[config.mk]
export PLATFORM = sky130hd
export DESIGN_NAME = tx_pulse_sequencer
export DESIGN_NICKNAME = d
export VERILOG_FILES = /design/src/rtl/tx_seq_pkg.sv /design/src/rtl/tx_channel_pulse.sv /design/src/rtl/tx_pulse_sequencer.sv
export SDC_FILE = /design/constraint.sdc
export NUM_CORES = 1
export LEC_CHECK = 0
export ABC_AREA = 1
export CORE_AREA = 5 5 225 446
export DETAILED_ROUTE_END_ITERATION = 7
export DIE_AREA = 0 0 230 451
export PLACE_DENSITY = 0.45
export SYNTH_ARGS = -nofsm -noshare
export SYNTH_HDL_FRONTEND = slang
export SYNTH_SLANG_ARGS = --single-unit
[constraint.sdc]
create_clock -name txCLK -period 20.6 [get_ports txCLK]
set_clock_uncertainty 0.05 [all_clocks]
set_input_delay 6.18 -clock txCLK [delete_from_list [all_inputs] [get_ports txCLK]]
set_output_delay 6.18 -clock txCLK [all_outputs]
set_load 0.02 [all_outputs]
[src/rtl/tx_seq_pkg.sv]
// Shared types for the transmit pulse sequencer.
//   tx_state_e : sequencer control states
//   FAULT_*    : codes reported on otxFaultCode
package tx_seq_pkg;

  typedef enum logic [2:0] {
    IDLE  = 3'd0,
    CHECK = 3'd1,
    ARMED = 3'd2,
    FIRE  = 3'd3,
    FAULT = 3'd4
  } tx_state_e;

  localparam logic [1:0] FAULT_NONE     = 2'd0;
  localparam logic [1:0] FAULT_CHARGE   = 2'd1;
  localparam logic [1:0] FAULT_OVERLAP  = 2'd2;
  localparam logic [1:0] FAULT_WATCHDOG = 2'd3;

endpackage

[src/rtl/tx_channel_pulse.sv]
// One transducer channel: window comparator, registered drive pin and a
// consecutive-high watchdog.
//   clk, rst  : transmit clock, asynchronous active-high reset
//   en        : channel enabled and sequencer firing
//   kill      : force the pin low on the next edge
//   phase     : latched phase delay (cycles)
//   charge    : latched charge time (cycles)
//   t         : firing time counter within the current pulse
//   win_end   : phase + charge, full width (no overflow)
//   out       : registered drive pin
//   wd_trip   : pin has been high for more than MAX_CHARGE cycles
module tx_channel_pulse #(
  parameter int PHASE_W    = 16,
  parameter int CHARGE_W   = 9,
  parameter int MAX_CHARGE = 400
) (
  input  logic                clk,
  input  logic                rst,
  input  logic                en,
  input  logic                kill,
  input  logic [PHASE_W-1:0]  phase,
  input  logic [CHARGE_W-1:0] charge,
  input  logic [PHASE_W:0]    t,
  output logic [PHASE_W:0]    win_end,
  output logic                out,
  output logic                wd_trip
);

  localparam int              WD_W     = $clog2(MAX_CHARGE + 1);
  localparam logic [WD_W-1:0] WD_LIMIT = WD_W'(MAX_CHARGE);
  localparam logic [WD_W-1:0] WD_ONE   = WD_W'(1);

  logic            win;
  logic            out_q, out_d;
  logic [WD_W-1:0] wd_cnt_q, wd_cnt_d;

  assign win_end = {1'b0, phase} + {{(PHASE_W + 1 - CHARGE_W){1'b0}}, charge};
  assign win     = en && ({1'b0, phase} <= t) && (t < win_end);

  // wd_cnt_q holds how many completed cycles the pin has already been high,
  // so it reaches MAX_CHARGE during the first over-limit cycle.
  always_comb begin
    out_d    = win && !kill;
    wd_cnt_d = '0;
    if (out_q) begin
      wd_cnt_d = (wd_cnt_q == WD_LIMIT) ? wd_cnt_q : wd_cnt_q + WD_ONE;
    end
  end

  always_ff @(posedge clk or posedge rst) begin
    if (rst) begin
      out_q    <= 1'b0;
      wd_cnt_q <= '0;
    end else begin
      out_q    <= out_d;
      wd_cnt_q <= wd_cnt_d;
    end
  end

  assign out     = out_q;
  assign wd_trip = out_q && (wd_cnt_q == WD_LIMIT);

endmodule

[src/rtl/tx_pulse_sequencer.sv]
// N-channel phased pulse sequencer. Latches settings on arm, validates them,
// waits for a trigger rising edge and fires a burst of phased pulses, with
// charge, overlap, timeout and watchdog protection.
//   txCLK, txRST         : clock, asynchronous active-high reset
//   itxArm               : latch + validate settings (IDLE only)
//   itxTrigger           : trigger level, rising edge fires
//   itxAbort             : stop immediately (not in FAULT)
//   itxClearFault        : leave FAULT
//   itxPhaseDelay        : per-channel phase, channel i at [i*PHASE_W +: PHASE_W]
//   itxChargeTime        : pulse width
//   itxMask              : channel enables
//   itxBurstCount        : pulses per trigger (0 acts as 1)
//   itxPulsePeriod       : cycles between pulse starts
//   otxTransducerOutput  : registered drive pins
//   otxArmed/Busy/Done/Fault/FaultCode : registered status
module tx_pulse_sequencer
  import tx_seq_pkg::*;
#(
  parameter int NCH         = 8,
  parameter int PHASE_W     = 16,
  parameter int CHARGE_W    = 9,
  parameter int MAX_CHARGE  = 400,
  parameter int BURST_W     = 8,
  parameter int ARM_TIMEOUT = 2**24 - 1
) (
  input  logic                   txCLK,
  input  logic                   txRST,
  input  logic                   itxArm,
  input  logic                   itxTrigger,
  input  logic                   itxAbort,
  input  logic                   itxClearFault,
  input  logic [NCH*PHASE_W-1:0] itxPhaseDelay,
  input  logic [CHARGE_W-1:0]    itxChargeTime,
  input  logic [NCH-1:0]         itxMask,
  input  logic [BURST_W-1:0]     itxBurstCount,
  input  logic [PHASE_W:0]       itxPulsePeriod,
  output logic [NCH-1:0]         otxTransducerOutput,
  output logic                   otxArmed,
  output logic                   otxBusy,
  output logic                   otxDone,
  output logic                   otxFault,
  output logic [1:0]             otxFaultCode
);

  localparam int                 TO_W    = $clog2(ARM_TIMEOUT + 1);
  localparam logic [TO_W-1:0]    TO_LAST = TO_W'(ARM_TIMEOUT - 1);
  localparam logic [TO_W-1:0]    TO_ONE  = TO_W'(1);
  localparam logic [PHASE_W:0]   T_ONE   = (PHASE_W + 1)'(1);
  localparam logic [BURST_W-1:0] B_ONE   = BURST_W'(1);

  tx_state_e            state_q, state_d;
  logic                 trig_q, trig_d, trig_prev_q, trig_prev_d;
  logic [PHASE_W:0]     t_q, t_d;
  logic [BURST_W-1:0]   p_q, p_d;
  logic [TO_W-1:0]      to_q, to_d;
  logic [PHASE_W:0]     max_end_q, max_end_d;
  logic [1:0]           code_q, code_d;
  logic                 armed_q, armed_d, busy_q, busy_d, done_q, done_d;
  logic                 fault_q, fault_d;
  logic [1:0]           fcode_q, fcode_d;

  logic [NCH*PHASE_W-1:0] phase_q;
  logic [CHARGE_W-1:0]    charge_q;
  logic [NCH-1:0]         mask_q;
  logic [BURST_W-1:0]     burst_q;
  logic [PHASE_W:0]       period_q;

  logic [NCH-1:0]       ch_trip;
  logic [PHASE_W:0]     ch_end [NCH];
  logic [PHASE_W:0]     max_end_c;
  logic [BURST_W-1:0]   burst_last;
  logic                 fire, kill, wd_any, trig_edge, bad_charge, overlap;

  // Settings are only meaningful once latched, so they carry no reset.
  always_ff @(posedge txCLK) begin
    if (state_q == IDLE && itxArm) begin
      phase_q  <= itxPhaseDelay;
      charge_q <= itxChargeTime;
      mask_q   <= itxMask;
      burst_q  <= itxBurstCount;
      period_q <= itxPulsePeriod;
    end
  end

  assign fire   = (state_q == FIRE);
  assign wd_any = |ch_trip;
  assign kill   = wd_any || (state_q == FAULT);

  for (genvar i = 0; i < NCH; i++) begin : g_ch
    tx_channel_pulse #(
      .PHASE_W    (PHASE_W),
      .CHARGE_W   (CHARGE_W),
      .MAX_CHARGE (MAX_CHARGE)
    ) u_ch (
      .clk     (txCLK),
      .rst     (txRST),
      .en      (mask_q[i] && fire),
      .kill    (kill),
      .phase   (phase_q[i*PHASE_W +: PHASE_W]),
      .charge  (charge_q),
      .t       (t_q),
      .win_end (ch_end[i]),
      .out     (otxTransducerOutput[i]),
      .wd_trip (ch_trip[i])
    );
  end

  always_comb begin
    max_end_c = '0;
    for (int i = 0; i < NCH; i++) begin
      if (mask_q[i] && (ch_end[i] > max_end_c)) max_end_c = ch_end[i];
    end
  end

  // Trigger goes through two flops: the edge is seen one cycle after the
  // sampling edge, which puts a zero-phase pulse two edges after the trigger.
  assign trig_edge  = trig_q && !trig_prev_q;
  assign bad_charge = (charge_q == '0) || (charge_q > CHARGE_W'(MAX_CHARGE)) ||
                      (mask_q == '0);
  assign overlap    = (burst_q > B_ONE) && (period_q <= max_end_c);
  assign burst_last = (burst_q == '0) ? '0 : burst_q - B_ONE;

  always_comb begin
    state_d     = state_q;
    trig_d      = itxTrigger;
    trig_prev_d = trig_q;
    t_d         = t_q;
    p_d         = p_q;
    to_d        = to_q;
    max_end_d   = max_end_q;
    code_d      = code_q;
    done_d      = 1'b0;
    case (state_q)
      IDLE: if (itxArm) state_d = CHECK;
      CHECK: begin
        max_end_d = max_end_c;
        if (bad_charge) begin
          state_d = FAULT;
          code_d  = FAULT_CHARGE;
        end else if (overlap) begin
          state_d = FAULT;
          code_d  = FAULT_OVERLAP;
        end else begin
          state_d = ARMED;
          to_d    = '0;
        end
      end
      ARMED: begin
        if (trig_edge) begin
          state_d = FIRE;
          t_d     = '0;
          p_d     = '0;
        end else if (to_q == TO_LAST) begin
          state_d = IDLE;
        end else begin
          to_d = to_q + TO_ONE;
        end
      end
      FIRE: begin
        if ((p_q == burst_last) && (t_q == max_end_q - T_ONE)) begin
          done_d  = 1'b1;
          state_d = IDLE;
        end else if ((t_q == period_q - T_ONE) && (p_q < burst_last)) begin
          t_d = '0;
          p_d = p_q + B_ONE;
        end else begin
          t_d = t_q + T_ONE;
        end
      end
      FAULT: begin
        if (itxClearFault) begin
          state_d = IDLE;
          code_d  = FAULT_NONE;
        end
      end
      default: state_d = IDLE;
    endcase
    // Abort overrides normal sequencing; the watchdog overrides everything.
    if (itxAbort && state_q != FAULT) begin
      state_d = IDLE;
      done_d  = 1'b0;
    end
    if (wd_any && state_q != FAULT) begin
      state_d = FAULT;
      code_d  = FAULT_WATCHDOG;
      done_d  = 1'b0;
    end
    armed_d = (state_q == ARMED);
    busy_d  = (state_q == CHECK) || (state_q == FIRE);
    fault_d = (state_q == FAULT);
    fcode_d = code_q;
  end

  always_ff @(posedge txCLK or posedge txRST) begin
    if (txRST) begin
      state_q     <= IDLE;
      trig_q      <= 1'b0;
      trig_prev_q <= 1'b0;
      t_q         <= '0;
      p_q         <= '0;
      to_q        <= '0;
      max_end_q   <= '0;
      code_q      <= FAULT_NONE;
      armed_q     <= 1'b0;
      busy_q      <= 1'b0;
      done_q      <= 1'b0;
      fault_q     <= 1'b0;
      fcode_q     <= FAULT_NONE;
    end else begin
      state_q     <= state_d;
      trig_q      <= trig_d;
      trig_prev_q <= trig_prev_d;
      t_q         <= t_d;
      p_q         <= p_d;
      to_q        <= to_d;
      max_end_q   <= max_end_d;
      code_q      <= code_d;
      armed_q     <= armed_d;
      busy_q      <= busy_d;
      done_q      <= done_d;
      fault_q     <= fault_d;
      fcode_q     <= fcode_d;
    end
  end

  assign otxArmed     = armed_q;
  assign otxBusy      = busy_q;
  assign otxDone      = done_q;
  assign otxFault     = fault_q;
  assign otxFaultCode = fcode_q;

endmodule

**After elaboration in Yosys (flattened, before gate mapping)**

Cells that the tools add are included.
W data, S select, Z words.

- Reduce and logical (&&, ||, !) cells: 74
- Eq/ne operators: 38
- Muxes and demuxes: 57
- Add/sub/neg operators: 22
- Order comparisons: 28

Operators by type and width:

| kind | count |
|---|---|
| $mux W17 | 11 |
| $mux W9 | 16 |
| $add A16 B9 Y17 | 8 |
| $le A16 B17 Y1 | 8 |
| $lt A17 B17 Y1 | 8 |
| $gt A17 B17 Y1 | 7 |
| $mux W24 | 4 |
| $add A9 B1 Y9 const B | 8 |
| $eq A9 B9 Y1 const B | 8 |
| $logic_and A1 B1 Y1 | 55 |
| $pmux W24 S2 | 1 |
| $eq A17 B17 Y1 | 2 |
| $pmux W17 S2 | 1 |
| $sub A17 B1 Y17 const B | 2 |
| $mux W8 | 4 |
| $mux W3 | 9 |
| $ne A2 B2 Y1 const B | 13 |
| $add A24 B1 Y24 const B | 1 |
| $eq A24 B24 Y1 const B | 1 |
| $add A17 B1 Y17 const B | 1 |
| $gt A17 B1 Y1 const B | 1 |
| $le A17 B17 Y1 | 1 |
| $logic_not A8 Y1 | 2 |
| $pmux W8 S2 | 1 |
| 30 further kinds | 46 |

- Bits of input ports: 176
- Output and inout bits: 14
- Word-level logic and storage cells: 253
- Register bits after elaboration: 329

**Logic depth before layout (Yosys ltp)**

Gate-level depths: netlist of run 1.

- Depth after elaboration: 32
- Mapped depth: 146
- Gate-level depth less buffers: 140

**Hierarchy**

From an unflattened synthesis of run 1, not the netlist that was laid out.

- Cell total of the unflattened synthesis: 4363
- Area, all modules: 32463.6 sq um

Modules (own cells, without submodules):

| module | cells an instance | instances | area each (sq um) | sequential area each (sq um) |
|---|---|---|---|---|
| tx_pulse_sequencer | 1751 | 1 | 15392.3 | 7081.8 |
| tx_channel_pulse at g_ch[2].u_ch ... | 325 | 4 | 2134.5 | 250.2 |
| tx_channel_pulse at g_ch[0].u_ch ... | 328 | 4 | 2133.3 | 250.2 |

**Worst setup path after synthesis of run 1**

No wires, ideal clock.

- Kind: register -> register
- From: register charge_q[1]
- To: register to_q[23]
- Buffers on the path: 7
- Cell stages (with the launch flop): 133
- Path slack: 4.009 ns
- Setup time: 0.123 ns
- Arrival time: 16.417 ns
- Data required time: 20.427 ns
- Period minus slack after synthesis: 16.591 ns
- Cells stage by stage: edfxtp_1 inv_1 fa_1 inv_1 nand3_1 nand2_1 nand3_1 nand3_2 nand2_1 nand3_1 nor2_1 nand3_2 nand2_1 inv_1 clkbuf_1 nand3_1 ha_1 nand2_1 (+97 left out) o221ai_1 o41ai_1 o41ai_1 nand3_1 nand2_1 inv_1 nor2_1 inv_1 nor2_1 nand2_1 nor2_1 nand2_1 nor2_1 nand3_1 nor2_1 nand2_1 o21ai_0 a21oi_1

- Cells in the longest elaborated chain, start to end: 29
- Elaborated cells between the ends (all ways): 41
- Those cells by class: add/sub (8); order compare (10); eq/ne (2); mux (8); reduce/logical (13)

Ends and longest elaborated chain:

| element | RTL line | source |
|---|---|---|
| from (decl) | tx_pulse_sequencer.sv:63 | `logic [CHARGE_W-1:0] charge_q;` |
| from (signal assigned) | tx_pulse_sequencer.sv:78 | `charge_q <= itxChargeTime;` |
| $add A16 B9 Y17 | tx_channel_pulse.sv:37 | `assign win_end = {1'b0, phase} + {{(PHASE_W + 1 - CHARGE_W){1'b0}}, charge};` |
| $gt A17 B1 Y1 | tx_pulse_sequencer.sv:111 | `if (mask_q[i] && (ch_end[i] > max_end_c)) max_end_c = ch_end[i];` |
| $logic_and A1 B1 Y1 | tx_pulse_sequencer.sv:111 |  |
| $mux W17 | tx_pulse_sequencer.sv:111 |  |
| $gt A17 B17 Y1 | tx_pulse_sequencer.sv:111 |  |
| $logic_and A1 B1 Y1 | tx_pulse_sequencer.sv:111 |  |
| $mux W17 | tx_pulse_sequencer.sv:111 |  |
| $gt A17 B17 Y1 | tx_pulse_sequencer.sv:111 |  |
| (+13 left out) | -- |  |
| $mux W17 | tx_pulse_sequencer.sv:111 |  |
| $gt A17 B17 Y1 | tx_pulse_sequencer.sv:111 |  |
| $logic_and A1 B1 Y1 | tx_pulse_sequencer.sv:111 |  |
| $mux W17 | tx_pulse_sequencer.sv:111 |  |
| $le A17 B17 Y1 | tx_pulse_sequencer.sv:120 | `assign overlap = (burst_q > B_ONE) && (period_q <= max_end_c);` |
| $logic_and A1 B1 Y1 | tx_pulse_sequencer.sv:120 |  |
| $ne A2 B2 Y1 (no line) | -- |  |
| $reduce_and A5 Y1 (no line) * | -- |  |
| to (signal assigned) | tx_pulse_sequencer.sv:215 | `to_q <= to_d;` |
| to (decl) | tx_pulse_sequencer.sv:55 | `logic [TO_W-1:0] to_q, to_d;` |

Every way passes the cells marked *; elsewhere a longest branch is shown, timed or not.
A chain may end at the register's enable or synchronous reset.

**Worst setup path after layout of run 1**

- From: register charge_q[7]
- To: register to_q[23]

Same word-level chain as after synthesis.

==> results of run 1 <==
worst max-delay path by stage:
stage	start	to	slack, ps
2_1_floorplan	charge_q[1]$_DFFE_PP_	to_q[23]$_DFFE_PP0P_	4010
3_3_place_gp	charge_q[2]$_DFFE_PP_	to_q[23]$_DFFE_PP0P_	460
3_5_place_dp	charge_q[2]$_DFFE_PP_	to_q[23]$_DFFE_PP0P_	60
4_1_cts	charge_q[2]$_DFFE_PP_	to_q[23]$_DFFE_PP0P_	4
5_1_grt	charge_q[7]$_DFFE_PP_	to_q[23]$_DFFE_PP0P_	-120
6_report	charge_q[7]$_DFFE_PP_	to_q[23]$_DFFE_PP0P_	2100
cell usage after synthesis (all sizes together), types with 11 or more instances:
cell type / count / area (um^2)
buf: 18 / 123
nand3: 195 / 1000
and2: 21 / 131
a21boi: 16 / 120
nor2: 242 / 908
clkbuf: 22 / 82.6
inv: 550 / 2060
xnor2: 30 / 263
xor2: 123 / 1080
nor3b: 13 / 97.6
a211oi: 26 / 195
nand2: 634 / 2450
nor3: 92 / 460
edfxtp: 170 / 5100
a21o: 16 / 120
a21oi: 263 / 1320
nor4: 49 / 307
o21a: 15 / 113
a31oi: 11 / 68.8
o21ai: 218 / 1090
o21bai: 33 / 248
ha: 491 / 6140
dfrtp: 159 / 3980
nand4: 71 / 444
worst max-delay path: cells and delay by family, from the launching register on:
| family | cells | cell delay [ps] |
|---|---|---|
| AOI/OAI and AO/OA | 35 | 5210 |
| adders and majority gates | 9 | 2960 |
| buffers and inverters | 9 | 1490 |
| DFF | 1 | 650 |
| and+or+nand+nor | 69 | 7950 |
kinds of logic (layout without fill, tap and decap cells):
kind of cell,count (synthesis),count (layout),share of synthesized area [%]
AO/OA/AOI/OAI,656,656,13.2
flip-flops,329,329,31.6
buffers and inverters,598,869,8.00
adder cells (fa/ha/maj),499,499,21.9
XOR/XNOR,153,153,4.66
other,0,1,0
AND/OR/NAND/NOR,1339,1339,20.7
stage by stage:
stage	setup slack, ps	std cells	total power [mW]
2_1_floorplan	4010	3574	3.65
3_3_place_gp	464	4990	4.77
3_5_place_dp	63.3	4990	4.80
4_1_cts	3.66	5060	5.57
5_1_grt	-115	5068	6.17
6_report	2100	5068	5.56
where the power goes:
part	internal, mW	switching [mW]	leakage (nW)
Sequential	0.830	0.133	3.78
Combinational	1.37	2.49	11.4
Clock	0.421	0.317	0.634
Total	2.62	2.93	15.8
cell type report:
cell class,count,area [um^2],area share [%]
diodes,1,2.50,0.00740
clock buffers,41,962,2.85
clock inverters,29,359,1.06
inverters,558,2100,6.22
multi-input cells,2647,17500,51.7
flip-flops and latches,329,9080,26.9
well taps,1222,1530,4.52
repair buffers,241,2280,6.75
cell usage in the layout, fill, tap and decap left out, drive strengths merged, types with 49 or more instances in the layout:
cell	n
edfxtp	170
nor4	49
o21ai	218
nand2	634
buf	52
dfrtp	159
xor2	123
clkdlybuf4s50	189
inv	552
nand3	195
ha	491
a21oi	263
nor2	242
nor3	92
nand4	71
layer usage:
metal  global-route usage, %  vias up  part of all wire [%]
li1                        -    12700                     -
met1                    18.1    11800                    32
met2                    41.4      490                    55
met3                    1.89      253                   2.5
met4                    17.2        0                    10
met5                       0        -                     0
flip-flops by register name (all words and copies together) (netlist names), 9 cells and up:
| register | flops |
|---|---|
| max_end_q | 17 |
| g_ch.u_ch.wd_cnt_q | 72 |
| to_q | 24 |
| period_q | 17 |
| t_q | 17 |
| phase_q | 128 |
| charge_q | 9 |
what timing repair did:
action | 4_1_cts | 5_1_grt
setup endpoints to repair | 0 | 28
gates resized for setup | 0 | 30
hold endpoints to repair | 0 | 0
setup buffers | 0 | 7
==> results.yml, run 1 <==
grt:
  antenna_violations_before_repair: 1
  grt_start_max_net_pins: 96
  all_layer_global_routing_usage_pct: 20.7
  vias_in_the_first_global_route: 26400
  grt_first_pass_wirelength_mm: 160
  grt_overflow_total: 0
worst_setup_path:
  slowest_delay_ps: 650
  timing.rr.end: "to_q[23]$_DFFE_PP0P_"
  path_common_cell: "nand2_1"
  slowest_stage: "edfxtp_1"
  worstSetupStartpointType: "register"
  cp.required_ps: 21030
  arrival_ps: 18930
  cp-end-kind: "register"
  r2r_cells: 122
  crit_path_max_fanout: 33
  r2r_slack_ps: 2100
  worst_r2r_startpoint: "charge_q[7]$_DFFE_PP_"
  critPathKind: "reg -> reg"
timing:
  timing_worst_slew_pin_value_ps: 1120
  period_minus_slack_ps: 18500
  timing.max_slew.rel_slack_pct: 24.3
  setup_viol: 0
  final.setup.tns_ps: 0
  timing.final.max_slew_violations: 0
  setup_repair_after_global_routing_missed_its_margin: "yes"
  final_cycle_share_pct: 89.8
  max_freq_mhz: 54.1
  final-hold-violation-count: 0
  holdWs_ps: 329
min_path:
  timing.hold.worst_path_depth: 0
  hp-start: "trig_prev_d$_DFF_PP0_"
  min-delay-path-class: "reg -> reg"
  hold_path_sink: "trig_prev_q$_DFF_PP0_"
routing:
  post-route-drc-count: 0
  ant_nets: 0
  detailedRoute.firstPassIterationCount: 7
  via_per_inst: 4.99
  finalWirelength_mm: 110
  route.detailed.wl_per_inst_um: 21.7
  num_vias: 25300
  first_iter_violations: 987
logic_synthesis:
  synth-edff-count: 170
  yosys_warnings: 0
  post_syn_area_per_cell_um2: 8.05
  synth_cells: 3574
  synth.cell_area_mm2: 0.0288
  async_reset_ff_share_pct: 48.3
  flip_flop_and_latch_count_after_synthesis: 329
  dominantRegCellSynth: "edfxtp_1"
  synth_nets: 4249
  synthDistinctLibCells: 52
  synth.yosys.seq_area_share_pct: 31.6
clock_tree:
  cts_tree: "yes"
  cts_inserted_buffers: 38
  worst_skew_late_latency_ps: 610
  cts-root-buf: "clkbuf_16"
  clk_path_buf_depth: 3
  clk_pin_slew_ps: 60
  clkSinkCount: 329
  cts.hold.buffers_added: 0
  cts.htree.levels: 2
floorplan:
  initial_utilization_pct: 29.9
  rows: 161
  die_height_um: 451
  core_mm2: 0.0963
  die_area_mm2: 0.104
  number_of_top_level_design_ports: 190
  fp.dieW_um: 230
placement:
  post_detailed_placement_half_perimeter_wirelength_mm: 92.8
  placed_inst_area_mm2: 0.0323
  place.port_buffers: 189
  routability_cong: 0.912
outcome:
  outcome: "finished, final reports clean"
finish:
  final_core_utilization_pct: 35.1
  postLayoutCellArea_mm2: 0.0338
  layout.filler_cells: 10200
  final_layout_size_suffix_gt1_share_pct: 4.68
  fin_nets: 4490
  synthToLayoutAreaGrowth_pct: 17.6
pwr:
  ir_worst_vdd_uv: 115
  power_density_mw_per_mm2: 164
  leakage_dissipation_nw: 15.8
job:
  cap_viol_max_count: 0
No activity file was read; power rests on OpenSTA's default activity.
==> run 2, diff against run 1 <==
ABC_CLOCK_PERIOD_IN_PS = 20600   (was unset)
==> results of run 2 <==
Final layout, timing and power as in run 1 (identical DEF).
